<file path="src/rtl/csp_pkg.sv">
// csp_pkg: shared winner encoding, default payload width and output-stage states.
package csp_pkg;
  localparam int DEFAULT_WIDTH = 1;
  localparam logic WIN_R1 = 1'b0;
  localparam logic WIN_R2 = 1'b1;
  typedef enum logic {EMPTY, FULL} stage_e;
endpackage

</file>
<file path="src/rtl/csp_arbiter_if.sv">
// csp_arbiter_if: two request channels plus the winner channel of the arbiter.
interface csp_arbiter_if import csp_pkg::*; #(parameter int WIDTH = DEFAULT_WIDTH) ();
  logic r1_valid, r1_ready, r2_valid, r2_ready;
  logic [WIDTH-1:0] r1_data, r2_data, win_data;
  logic win_valid, win, win_ready;
  modport slave (
    input r1_valid, r1_data, r2_valid, r2_data, win_ready,
    output r1_ready, r2_ready, win_valid, win, win_data
  );
  modport master (
    output r1_valid, r1_data, r2_valid, r2_data, win_ready,
    input r1_ready, r2_ready, win_valid, win, win_data
  );
endinterface

</file>
<file path="src/rtl/csp_arbiter.sv">
// csp_arbiter: round-robin two-way arbiter feeding a one-entry winner register.
module csp_arbiter import csp_pkg::*; #(parameter int WIDTH = DEFAULT_WIDTH) (
  input logic          clk,
  input logic          reset,
  csp_arbiter_if.slave bus
);
  stage_e stage_q, stage_d;
  logic win_q, win_d, ptr_q, ptr_d, can_acc, g1, g2;
  logic [WIDTH-1:0] data_q, data_d;
  // Grants are masked by reset so both readies stay low while it is asserted.
  always_comb begin
    can_acc = stage_q == EMPTY || bus.win_ready;
    g1 = reset && can_acc && bus.r1_valid && (!bus.r2_valid || ptr_q == WIN_R1);
    g2 = reset && can_acc && bus.r2_valid && (!bus.r1_valid || ptr_q == WIN_R2);
    stage_d = (g1 || g2) ? FULL : bus.win_ready ? EMPTY : stage_q;
    win_d = g2 ? WIN_R2 : g1 ? WIN_R1 : win_q;
    data_d = g2 ? bus.r2_data : g1 ? bus.r1_data : data_q;
    ptr_d = g1 ? WIN_R2 : g2 ? WIN_R1 : ptr_q;
  end
  always_ff @(posedge clk or negedge reset)
    if (!reset) begin
      stage_q <= EMPTY;
      win_q <= WIN_R1;
      data_q <= '0;
      ptr_q <= WIN_R1;
    end else begin
      stage_q <= stage_d;
      win_q <= win_d;
      data_q <= data_d;
      ptr_q <= ptr_d;
    end
  assign bus.r1_ready = g1;
  assign bus.r2_ready = g2;
  assign bus.win_valid = stage_q == FULL;
  assign bus.win = win_q;
  assign bus.win_data = data_q;
endmodule

</file>
<file path="src/flat_wrapper.sv">
// flat-port wrapper written by rule: the top's interface ports become plain ports
module csp_arbiter_flat import csp_pkg::*;
#(parameter int WIDTH = DEFAULT_WIDTH)
  (clk, reset, bus_r1_valid, bus_r1_data, bus_r2_valid, bus_r2_data, bus_win_ready, bus_r1_ready, bus_r2_ready, bus_win_valid, bus_win, bus_win_data);
  csp_arbiter_if #(.WIDTH(WIDTH)) bus_i ();
  input logic clk;
  input logic reset;
  input wire logic [$bits(bus_i.r1_valid)-1:0] bus_r1_valid;
  input wire logic [$bits(bus_i.r1_data)-1:0] bus_r1_data;
  input wire logic [$bits(bus_i.r2_valid)-1:0] bus_r2_valid;
  input wire logic [$bits(bus_i.r2_data)-1:0] bus_r2_data;
  input wire logic [$bits(bus_i.win_ready)-1:0] bus_win_ready;
  output wire logic [$bits(bus_i.r1_ready)-1:0] bus_r1_ready;
  output wire logic [$bits(bus_i.r2_ready)-1:0] bus_r2_ready;
  output wire logic [$bits(bus_i.win_valid)-1:0] bus_win_valid;
  output wire logic [$bits(bus_i.win)-1:0] bus_win;
  output wire logic [$bits(bus_i.win_data)-1:0] bus_win_data;
  assign bus_i.r1_valid = bus_r1_valid;
  assign bus_i.r1_data = bus_r1_data;
  assign bus_i.r2_valid = bus_r2_valid;
  assign bus_i.r2_data = bus_r2_data;
  assign bus_i.win_ready = bus_win_ready;
  assign bus_r1_ready = bus_i.r1_ready;
  assign bus_r2_ready = bus_i.r2_ready;
  assign bus_win_valid = bus_i.win_valid;
  assign bus_win = bus_i.win;
  assign bus_win_data = bus_i.win_data;
  csp_arbiter #(.WIDTH(WIDTH)) u_core (.clk(clk), .reset(reset), .bus(bus_i));
endmodule
</file>
<file path="config.mk">
export PLATFORM = sky130hd
export DESIGN_NAME = csp_arbiter_flat
export DESIGN_NICKNAME = d
export VERILOG_FILES = /design/src/rtl/csp_pkg.sv /design/src/rtl/csp_arbiter_if.sv /design/src/rtl/csp_arbiter.sv /design/src/flat_wrapper.sv
export SDC_FILE = /design/constraint.sdc
export NUM_CORES = 1
export LEC_CHECK = 0
export CAP_MARGIN = 30
export CORE_AREA = 4 4 41 43
export DETAILED_ROUTE_END_ITERATION = 16
export DIE_AREA = 0 0 45 47
export GPL_ROUTABILITY_DRIVEN = 0
export SYNTH_ARGS = -nofsm -noshare
export SYNTH_HDL_FRONTEND = slang
export SYNTH_SLANG_ARGS = --single-unit
</file>
<file path="constraint.sdc">
create_clock -name clk -period 1.9 [get_ports clk]
set_clock_uncertainty 0.15 [all_clocks]
set_input_delay 0.57 -clock clk [delete_from_list [all_inputs] [get_ports clk]]
set_output_delay 0.57 -clock clk [all_outputs]
set_load 0.005 [all_outputs]
</file>
==> run metrics <==
sequential share of the synthesized area=between 50% and 60%; kind of critical path=primary input to primary output; Initial DRC Count=0; H-tree levels=1; Simple-Gate Fraction of Synth Area=between 20 and 30%; DR vias=205; Hold Path Class=primary input to async pin; largest family of logic cells by synthesized area=simple AND/OR/NAND/NOR gates; # diodes=0; Horiz. Die Dim=approximately 45 um; first-pass GRT wire length=roughly 870 um; die area=about 2100 sq um; Slew Limit Fails=0; Avg WL per Cell=approximately 9.5 um; number of global-route vias before repair=218; DRT Pass-1 Iters=1; unrepaired setup endpoints after global routing=yes; largest net degree at the start of global routing=6; Post-Synth XOR/XNOR Area=0%; DRC Markers=0; slowest stage delay, CP=~0.16 ns; crit path max fanout=3; Non-Filler Instances=55; Critical Path Start Type=primary input; yosys warns=0; most frequent cells in the layout=buf_4, clkdlybuf4s50_1, nand2_1, dfrtp_1; most common cell after layout, fill and taps aside=buf_4; Top delay family on crit path=buffers and inverters; share of cells above drive strength 1=between 50% and 60%; Place WS=-0.670 ns; Pleak=a little over 0.2 nW; worst path required time=1.18 ns; Critical path buffers and inverters=3; final period utilization=between 90% and 100%; Total Wirelength=between 500 and 600 um; crit path capture type=primary output; max_slew headroom=between 80% and 90%; placed cell areas=about 350 sq um; number of distinct library cells after synthesis=11; remaining antenna violation count=0; synthesis-to-finish area growth=103%; final setup vio count=0; max cap viols=0; Synth Area in Compound Gates=about a tenth; # IOs=12; post-route worst setup slack=between 0.02 and 0.03 ns; clock buffer depth=2; initial antenna violation count=0; GRT Util Overall=between 6 and 7%; PwrDens=around 890 nW/um^2; Final Util=about 30%; fmax=around 530 MHz; endpoints failing hold=0; nets=around 50; die height=between 40 and 50 um; hold_ws=0.240 ns; Finished Cell Area=between 300 and 400 sq um; Post-Syn Area=195 sq um; initial core utilization=15.0%; Syn Area/Cell=slightly above 10 sq um; Sinks on Clock Net=4; Placed Instances=49; CP max stage cell=clkdlybuf4s15_1; Yosys reg bits=4; Synth Area in Adders=0%; cells after synthesis=19; Inserted Clock Buffers=3; clock transition at the registers of the reported paths=0.04 ns; mux contribution to synthesized area=under 10%; critical-path cell list=clkdlybuf4s15_1 -> nand2b_4 -> o2111ai_2 -> inv_1 -> buf_2; clk_lat worst skew=around 0.23 ns; I/O Buffers=11; slew at the pin closest to its max-slew limit=around 0.19 ns; root buffer cell=clkbuf_4; TritonCTS clock tree=yes; Worst EP arrival=1.15 ns; Core ar.=1300 sq um; post-route minimum period=~1.9 ns; FP Rows=13; worst vdd ir=approximately 210 uV; grt total ovfl=0; Vias/cell=3.73; syn nets=26; outcome=finished clean
## state kept, by name, indices dropped and copies added (netlist names)
| signal | flops |
|---|---|
| u_core.bus.win_valid | 1 |
| u_core.bus.win | 1 |
| u_core.ptr_q | 1 |
| u_core.bus.win_data | 1 |
## final timing paths
path	startpoint	endpoint	cells after the start	slack (ns)
max	bus_win_ready	bus_r2_ready	5	0.03
min	reset	u_core.bus.win_data	2	0.24
max reg2reg	u_core.ptr_q	u_core.bus.win_data	6	0.54
min reg2reg	u_core.bus.win	u_core.bus.win	2	0.32
max in group asynchronous	reset	u_core.bus.win_valid	2	1.25
min in group clk	u_core.bus.win	u_core.bus.win	2	0.32
## synth_stat cells
master | number | share of area (%)
a21oi_1 | 1 | 2.6
dfrtp_1 | 4 | 51
inv_1 | 2 | 3.8
inv_2 | 1 | 1.9
mux2i_1 | 1 | 5.1
nand2_1 | 5 | 9.6
nand2b_4 | 1 | 7.0
nand3_1 | 1 | 2.6
nand4_2 | 1 | 6.4
nor2_1 | 1 | 1.9
o2111ai_2 | 1 | 7.7
## metrics by stage
step / power (mW) / TNS (ns)
after floorplan: 0.167 / 0
after global routing: 0.383 / -0.0208
final: 0.355 / 0
after detailed placement: 0.243 / -1.36
after global placement: 0.241 / -1.35
after CTS: 0.365 / 0
## worst reg2reg max path, delay by kind of cell, from the launching register on
kind / cells / cell delay, ns
DFF: 1 / 0.40
buffers and inverters: 2 / 0.28
and+or+nand+nor: 2 / 0.21
muxes: 1 / 0.13
AOI/OAI and AO/OA: 1 / 0.08
## layer usage
layer | GRT usage (%) | vias to the layer above | wire [um]
met5 | 0 | - | 0
met4 | 7.02 | 0 | 0
met2 | 9.04 | 8 | 263
met1 | 6.67 | 93 | 203
li1 | - | 104 | -
met3 | 2.30 | 0 | 55
## cell families (layout without fill, tap and decap cells)
family                 count (synthesis)  after routing
buffers and inverters                  3             24
DFF                                    4              4
AOI/OAI and AO/OA                      2              2
and+or+nand+nor                        9              9
muxes                                  1              1
## final cells by class
class,instances,area [sq um]
fill,152,905
timing repair buffer,18,149
sequential,4,100
multi-input combinational,12,95.1
clock buffer,3,22.5
tap,15,18.8
inverter,3,11.3
## power breakdown
group	internal, mW	switching (mW)
clock network	0.0707	0.0347
logic	0.0764	0.0447
registers	0.110	0.0179
## repair_timing
| item | 4_1_cts | 5_1_grt |
|---|---|---|
| setup buffers | 3 | 0 |
| resized for setup | 21 | 1 |
| hold buffers | 0 | 0 |
| pin swaps | 2 | 0 |
| endpoints found under the setup margin | 2 | 2 |
(Power assumes the default switching activity.)
